File: config.mk
export PLATFORM = sky130hd
export DESIGN_NAME = prog_timer
export DESIGN_NICKNAME = d
export VERILOG_FILES = /design/src/rtl/timer_pkg.sv /design/src/rtl/tmr_downcnt.sv /design/src/rtl/prog_timer.sv
export SDC_FILE = /design/constraint.sdc
export NUM_CORES = 1
export LEC_CHECK = 0
export CORE_MARGIN = 3
export CORE_UTILIZATION = 57
export CTS_CLUSTER_SIZE = 10
export DETAILED_ROUTE_END_ITERATION = 7
export DONT_BUFFER_PORTS = 1
export GPL_ROUTABILITY_DRIVEN = 1
export PLACE_DENSITY = 0.75
export SYNTH_ARGS = -nofsm -noshare
export SYNTH_HDL_FRONTEND = slang
export SYNTH_HIERARCHICAL = 1
export SYNTH_SLANG_ARGS = --single-unit
File: constraint.sdc
create_clock -name clk -period 2.9 [get_ports clk]
set_clock_uncertainty 0.15 [all_clocks]
set_input_delay 0.29 -clock clk [delete_from_list [all_inputs] [get_ports clk]]
set_output_delay 0.29 -clock clk [all_outputs]
set_load 0.05 [all_outputs]
File: src/rtl/timer_pkg.sv
// Shared definitions for the programmable timer: register map,
// CTRL/STATUS bit positions and FSM state encoding.
package timer_pkg;

    localparam logic [1:0] ADDR_CTRL   = 2'd0;
    localparam logic [1:0] ADDR_LOAD   = 2'd1;
    localparam logic [1:0] ADDR_COUNT  = 2'd2;
    localparam logic [1:0] ADDR_STATUS = 2'd3;

    localparam int CTRL_EN        = 0;
    localparam int CTRL_PERIODIC  = 1;
    localparam int CTRL_IRQ_EN    = 2;
    localparam int STATUS_PENDING = 0;

    typedef enum logic [1:0] {
        IDLE = 2'd0,
        RUN  = 2'd1,
        DONE = 2'd2
    } state_t;

endpackage

File: src/rtl/tmr_downcnt.sv
// Loadable down-counter; load has priority over decrement.
// zero flags a count of 0 from the register itself.
module tmr_downcnt #(
    parameter int WIDTH = 16
) (
    input  logic             clk,
    input  logic             rst,
    input  logic             load,
    input  logic             dec,
    input  logic [WIDTH-1:0] load_val,
    output logic [WIDTH-1:0] count,
    output logic             zero
);

    always_ff @(posedge clk) begin
        if (rst) begin
            count <= '0;
        end else if (load) begin
            count <= load_val;
        end else if (dec) begin
            count <= count - 1'b1;
        end
    end

    assign zero = (count == '0);

endmodule

File: src/rtl/prog_timer.sv
// Programmable down-counting timer with one-shot/periodic modes,
// CPU register file and level interrupt.
module prog_timer
    import timer_pkg::*;
#(
    parameter int WIDTH = 16
) (
    input  logic             clk,
    input  logic             rst,
    input  logic             tick,
    input  logic             wr_en,
    input  logic [1:0]       wr_addr,
    input  logic [WIDTH-1:0] wr_data,
    input  logic [1:0]       rd_addr,
    output logic [WIDTH-1:0] rd_data,
    output logic             irq
);

    state_t           state;
    state_t           state_next;
    logic             en;
    logic             periodic;
    logic             irq_en;
    logic             pending;
    logic [WIDTH-1:0] load_reg;
    logic [WIDTH-1:0] count;
    logic             zero;
    logic             cnt_load;
    logic             cnt_dec;
    logic             expire;
    logic             ctrl_wr;
    logic             load_wr;
    logic             status_wr;
    logic             wr_en_bit;

    assign ctrl_wr   = wr_en && (wr_addr == ADDR_CTRL);
    assign load_wr   = wr_en && (wr_addr == ADDR_LOAD);
    assign status_wr = wr_en && (wr_addr == ADDR_STATUS);
    assign wr_en_bit = wr_data[CTRL_EN];

    always_ff @(posedge clk) begin
        if (rst) begin
            state <= IDLE;
        end else begin
            state <= state_next;
        end
    end

    // A CTRL write always wins over a coincident tick.
    always_comb begin
        state_next = state;
        case (state)
            IDLE: begin
                if (ctrl_wr && wr_en_bit) state_next = RUN;
            end
            RUN: begin
                if (ctrl_wr) begin
                    if (!wr_en_bit) state_next = IDLE;
                end else if (tick && zero && !periodic) begin
                    state_next = DONE;
                end
            end
            DONE: begin
                if (ctrl_wr) state_next = wr_en_bit ? RUN : IDLE;
            end
            default: state_next = IDLE;
        endcase
    end

    always_comb begin
        cnt_load = 1'b0;
        cnt_dec  = 1'b0;
        expire   = 1'b0;
        case (state)
            RUN: begin
                if (!ctrl_wr && tick) begin
                    if (zero) begin
                        expire   = 1'b1;
                        cnt_load = periodic;
                    end else begin
                        cnt_dec = 1'b1;
                    end
                end
            end
            default: cnt_load = ctrl_wr && wr_en_bit;
        endcase
    end

    always_ff @(posedge clk) begin
        if (rst) begin
            en       <= 1'b0;
            periodic <= 1'b0;
            irq_en   <= 1'b0;
            load_reg <= '0;
            pending  <= 1'b0;
        end else begin
            if (ctrl_wr) begin
                en       <= wr_data[CTRL_EN];
                periodic <= wr_data[CTRL_PERIODIC];
                irq_en   <= wr_data[CTRL_IRQ_EN];
            end else if (expire && !periodic) begin
                en <= 1'b0;
            end
            if (load_wr) load_reg <= wr_data;
            // Expiry beats a same-edge STATUS clear.
            if (expire) begin
                pending <= 1'b1;
            end else if (status_wr && wr_data[STATUS_PENDING]) begin
                pending <= 1'b0;
            end
        end
    end

    tmr_downcnt #(
        .WIDTH(WIDTH)
    ) u_cnt (
        .clk      (clk),
        .rst      (rst),
        .load     (cnt_load),
        .dec      (cnt_dec),
        .load_val (load_reg),
        .count    (count),
        .zero     (zero)
    );

    always_comb begin
        rd_data = '0;
        case (rd_addr)
            ADDR_CTRL:   rd_data[2:0] = {irq_en, periodic, en};
            ADDR_LOAD:   rd_data = load_reg;
            ADDR_COUNT:  rd_data = count;
            ADDR_STATUS: rd_data[STATUS_PENDING] = pending;
            default:     rd_data = '0;
        endcase
    end

    assign irq = pending & irq_en;

endmodule

# Word-level counts from Yosys, hierarchy flattened
# Cells that the tools add are included.
[totals]
regBits = 38
[classes]
n_reduce_logical = 19
n_eq_ne = 11
n_bitwise = 1
n_mux = 25
addsub = 1
[ops]
columns = ["cell", "count"]
rows = [
  ["2-to-1 mux 16 bit", 2],
  ["case mux 13 bit (2 select lines)", 1],
  ["zero test 16 bit", 1],
  ["subtractor 16 x 1 -> 16 bit, second input constant", 1],
  ["2-to-1 mux 1 bit", 14],
  ["case mux 2 bit (3 select lines)", 2],
  ["2-to-1 mux 2 bit", 5],
  ["logical AND 1 bit", 9],
  ["== test 2 bit, second input constant", 4],
  ["== test 2 x 1 -> 1 bit, second input constant", 3],
  ["zero test 2 bit", 3],
  ["!= test 3 bit, second input constant", 2],
  ["nonzero test 2 bit", 3],
  ["!= test 2 bit, second input constant", 2],
  ["case mux 1 bit (4 select lines)", 1],
  ["AND reduction 4 bit", 1],
  ["zero test 1 bit", 2],
  ["bitwise AND 1 bit", 1],
]

# Longest topological paths before layout
[logic_depth]
depth_word = 9
ltp_mapped = 10
ltp_nobuf = 9

# By module
# Netlist, hierarchy kept.
[modules_own_cells]
columns = ["mod", "cells_per_inst", "area_each_um2", "seq_area_each_um2", "n_inst"]
rows = [
  ["prog_timer", 152, 1276.2, 440.4, 1],
  ["tmr_downcnt", 99, 880.8, 320.3, 1],
]

# Worst setup path before layout
# Ideal clock, no wire load.
[synth_path]
kind = "register to register"
from = "reg u_cnt.count[5]"
to = "reg u_cnt.count[13]"
arrival_time_ps = 2779
stages_incl_launch_ff = 11
synth_period_minus_slack_ps = 3065
slack_ps = -165
path_cell_list = "dfxtp_1 -> or4_4 -> buf_6 -> or4b_1 -> nor3_2 -> nand4_1 -> o22ai_1 -> inv_2 -> buf_1 -> nor2_1 -> a211oi_2"
[synth_between]
elab_chain_cells = 5
elab_cells_between_ends = 11
[synth_rtl]
columns = ["item", "line_no", "rtl"]
rows = [
  ["start, declared", "tmr_downcnt.sv:11", "output logic [WIDTH-1:0] count,"],
  ["start signal, assigned", "tmr_downcnt.sv:19", "count <= load_val;"],
  ["start signal, assigned", "tmr_downcnt.sv:21", "count <= count - 1'b1;"],
  ["zero test 16 bit *", "tmr_downcnt.sv:25", "assign zero = (count == '0);"],
  ["named net zero", "prog_timer.sv:27", "logic zero;"],
  ["2-to-1 mux 1 bit *", "prog_timer.sv:77", "if (zero) begin"],
  ["2-to-1 mux 1 bit *", "prog_timer.sv:76", "if (!ctrl_wr && tick) begin"],
  ["2-to-1 mux 1 bit *", "prog_timer.sv:74", "case (state)"],
  ["named net cnt_load", "prog_timer.sv:28", "logic cnt_load;"],
  ["2-to-1 mux 16 bit or nonzero test 2 bit (tied branches)", "-", ""],
]
# The timed path passes the listed nets; every way through them passes the cells marked *. The select of a mux whose other input is x is not followed.
# A chain may end at the register's enable or synchronous reset.

# Worst setup path after layout
[layout_path]
from = "reg u_cnt.count[5]"
to = "reg u_cnt.count[10]"
[layout_between]
elab_chain_cells = 5
elab_cells_between_ends = 11
[layout_rtl]
columns = ["item", "line_no", "rtl"]
rows = [
  ["zero test 16 bit", "tmr_downcnt.sv:25", ""],
  ["named net zero", "prog_timer.sv:27", ""],
  ["2-to-1 mux 1 bit", "prog_timer.sv:77", ""],
  ["2-to-1 mux 1 bit", "prog_timer.sv:76", ""],
  ["2-to-1 mux 1 bit", "prog_timer.sv:74", ""],
  ["named net cnt_dec", "prog_timer.sv:29", "logic cnt_dec;"],
  ["nonzero test 2 bit (no line)", "-", ""],
]
# The timed path passes the listed nets, and every way through them passes these cells. The select of a mux whose other input is x is not followed.

==> metrics.sh <==
STARTPOINT_TYPE='flop'
YOSYSSEQAREASHARE_PCT=35.27
DESIGN.DIE.AREA_UM2=4558
P_PER_AREA_nW_PER_UM2=425.4
CRIT_SLOWEST_CELL='sky130_fd_sc_hd__or4b_4'
FINAL_LAYOUT_SIZE_SUFFIX_GT1_SHARE_PCT=23.43
CLK_PIN_SLEW_NS=0.08
YOSYS_WARNINGS=6
DRT-TOTAL-WL_MM=5.531
FINAL.PERIOD_UTILIZATION_PCT=94.53
VIA_COUNT_OF_THE_FIRST_GLOBAL_ROUTING_PASS=1849
SYNTH-SIMPLE-AREA-SHARE_PCT=28.89
AREAGROWTHSYNTHTOFINISH_PCT=20.36
NUMCTSBUFFERS=5
POSTSYNTH.ASYNCRESETSHARE_PCT=0
CLOCKBUFFERDEPTH=2
MAPPEDNETLISTAREA_UM2=2157
SYNTH.AREA.MUX_SHARE_PCT=0.4640
DPL_CELL_AREA_UM2=2313
SETUP_SLACK_NS=0.1585
CATEGORY_OF_THE_CRITICAL_SETUP_TIMING_PATH='reg -> reg'
FP.COREAREA_UM2=3495
TIGHTESTPINTRANSITION_NS=0.6174
LAYOUT.CORE_UTILIZATION_PCT=74.29
DIE_H_UM=67.52
GRT_FIRST_PASS_WIRELENGTH_MM=8.970
GROUTE.USAGE.OVERALL_PCT=26.31
NUMBER_OF_DESIGN_RULE_VIOLATIONS_LEFT_AFTER_DETAIL_ROUTING=0
RUN_STATUS='finished, final reports clean'
FP.DIEW_UM=67.52
TIMING.SETUP.TNS_NS=0
DETAILEDROUTE.FIRSTITERATIONVIOLATIONS=170
SYNTH_MOST_COMMON_CELL='sky130_fd_sc_hd__nand2_1'
IO_BUFFERS=0
INITIAL_UTILIZATION_PCT=61.73
SETUP-VIOLATIONS-FINAL=0
SYNTH_TOP_AREA_SHARE_PCT=35.27
GRT_SETUP_UNREPAIRED='no'
WORST_SKEW_PAIR.LATE_LATENCY_NS=0.28
POSTSYNTH.TOPFLOPCELL='sky130_fd_sc_hd__dfxtp_1'
P_LEAK_nW=0.9277
SYNTH_COMPOUND_GATE_AREA_SHARE_PCT=20.82
HALF_PERIMETER_WIRE_LENGTH_OF_THE_DETAILED_PLACEMENT_RESULT_MM=3.476
SYNTH_EDF_COUNT=0
ANTENNA_VIOLATIONS_BEFORE_REPAIR=0
DP_SLACK_NS=-0.04087
SYNTH_AREA_PER_CELL_UM2=8.594
CP_SLOWEST_STAGE_DELAY_NS=0.54
CTS_HTREE_LEVELS=2
SYNTH_FP_NETS=282
CP_CELL_SEQUENCE='or4_4 -> or4b_4 -> nor3_4 -> and4b_2 -> nand3b_1 -> buf_4 -> or3_1 -> xor2_1 -> a211oi_1'
FINAL_AREA_UM2=2596
CRITPATHTOPFAMILY='simple AND/OR/NAND/NOR gates'
MIN_PATH_TYPE='in -> reg'
CTSROOTBUFFERMASTER='sky130_fd_sc_hd__clkbuf_8'
IOPINCOUNT=41
CTS.SINKS=38
VIA_PER_INST=6.042
CTS_TREE='built'
TIMING_HOLD_VIOLATIONS_FINAL=0
SYNTH_COMMON_CELLS='sky130_fd_sc_hd__nand2_1, sky130_fd_sc_hd__dfxtp_1, sky130_fd_sc_hd__a21oi_1, sky130_fd_sc_hd__nor2_1, sky130_fd_sc_hd__nor2b_1'
WORST-ENDPOINT-REQUIRED_NS=2.90
POWER.IR.VDD_WORST_V=0.0006111
CP_NUM_BUF_INV=1
SYNTH_TOP_FAMILY_BY_AREA='simple AND/OR/NAND/NOR gates'
POST_SYNTH_NUM_CELL_TYPES=46
LARGEST_NET_DEGREE_AT_THE_START_OF_GLOBAL_ROUTING=38
PLACEMENT_ROWS=21
TOTAL_NUMBER_OF_NETS_IN_THE_FINAL_DESIGN=317
SYNTH_XOR_XNOR_AREA_SHARE_PCT=4.466
MAX-CAP-VIOLATIONS=0
CRIT_PATH_DAT_NS=2.74
DRT_WL_CELL_UM=16.66
GLOBALROUTEOVERFLOWTOTAL=0
PLACE_CONGESTION=0.8453
SYNTH_TOP_AREA_CELL='sky130_fd_sc_hd__dfxtp_1'
CP-END-KIND='flop'
SYNTHTOPCELLSBYAREA='sky130_fd_sc_hd__dfxtp_1, sky130_fd_sc_hd__nand2_1, sky130_fd_sc_hd__a22oi_1'
FINAL_ANTENNA_NET_COUNT=0
NETLIST_INSTANCES=251
COUNT_OF_VIAS_PLACED_BY_THE_DETAILED_ROUTER=2006
FINAL_PERIOD_MINUS_WORST_SETUP_SLACK_NS=2.741
WORST_SLEW_MARGIN_REL_PCT=58.84
DRTPASS1ITERATIONS=8
SYNTH-SEQ-CELLS=38
MAXSLEWVIOLCOUNT=0
MAX_FREQ_GHz=0.3648
SYNTH-ADDER-AREA-SHARE_PCT=4.060
ANTENNADIODECOUNT=0
FINAL.HOLD.WORST_SLACK_NS=0.01199
CRITICAL_PATH.MAX_FANOUT=4
cell type report:
class / instances / area, µm²
clock inverters: 2 / 15.01
well taps: 46 / 57.56
repair buffers: 43 / 375.4
inverters: 8 / 30.03
clock buffers: 5 / 68.82
fillers: 256 / 898.4
multi-input cells: 190 / 1287
flip-flops and latches: 38 / 762.0
kinds of logic (layout without fill, tap and decap cells):
group,Yosys count,count (layout)
buf+inv,23,58
xor+xnor,11,11
mux,1,1
compound gates,61,61
flops,38,38
simple gates,110,110
fa+ha+maj,7,7
final timing paths:
kind	startpoint	to	slack (ns)	cells past startpoint
setup / recovery	u_cnt/count[5]$_SDFFE_PP0P_	u_cnt/count[10]$_SDFFE_PP0P_	0.16	9
hold / removal	rst	u_cnt/count[11]$_SDFFE_PP0P_	0.01	2
setup reg to reg	u_cnt/count[5]$_SDFFE_PP0P_	u_cnt/count[10]$_SDFFE_PP0P_	0.16	9
hold reg to reg	irq_en$_SDFFE_PP0P_	irq_en$_SDFFE_PP0P_	0.33	2
per-layer routing:
metal  up-vias  track usage, %  wire length (µm)
met4         0           6.835                34
met5         -               0                 0
li1        960               -                 -
met1       950           34.81              2361
met3         4           4.825               440
met2        92           43.86              2693
stage by stage:
stage / instances / power [mW]
after CTS: 330 / 1.104
final: 332 / 1.104
after detailed placement: 306 / 0.7309
after global placement: 306 / 0.7284
after global routing: 332 / 1.144
after floorplan: 251 / 0.7062
cell usage in the layout, fill, tap and decap left out, drive strengths merged:
cell type,instances
and3b,1
a22oi,13
and4b,1
nand3b,3
nor3b,1
a311oi,3
inv,8
nand4,2
o21ai,2
nand3,2
buf,27
a222oi,3
o21bai,1
nor2b,14
a211oi,10
a31oi,1
dfxtp,38
dlygate4sd3,16
xnor2,9
nor3,3
nand2,48
and2,1
o311ai,2
ha,7
or4,3
or3b,1
a21oi,25
clkbuf,5
mux2i,1
xor2,2
or4b,2
clkinvlp,2
nor4,7
nor2,15
o22ai,1
or3,6
repair_timing:
action	in CTS	in global routing
gates resized for setup	1	0
pin swaps	1	2
cloned	0	0
endpoints found under the hold margin	37	0
hold buffers	17	0
endpoints found under the setup margin	7	8
setup buffers	0	2
power by group:
| group | internal, mW | switching, mW |
|---|---|---|
| clock | 0.164 | 0.187 |
| sequential | 0.540 | 0.0196 |
| combinational | 0.0896 | 0.105 |
Power figures use the tool's default switching activity.
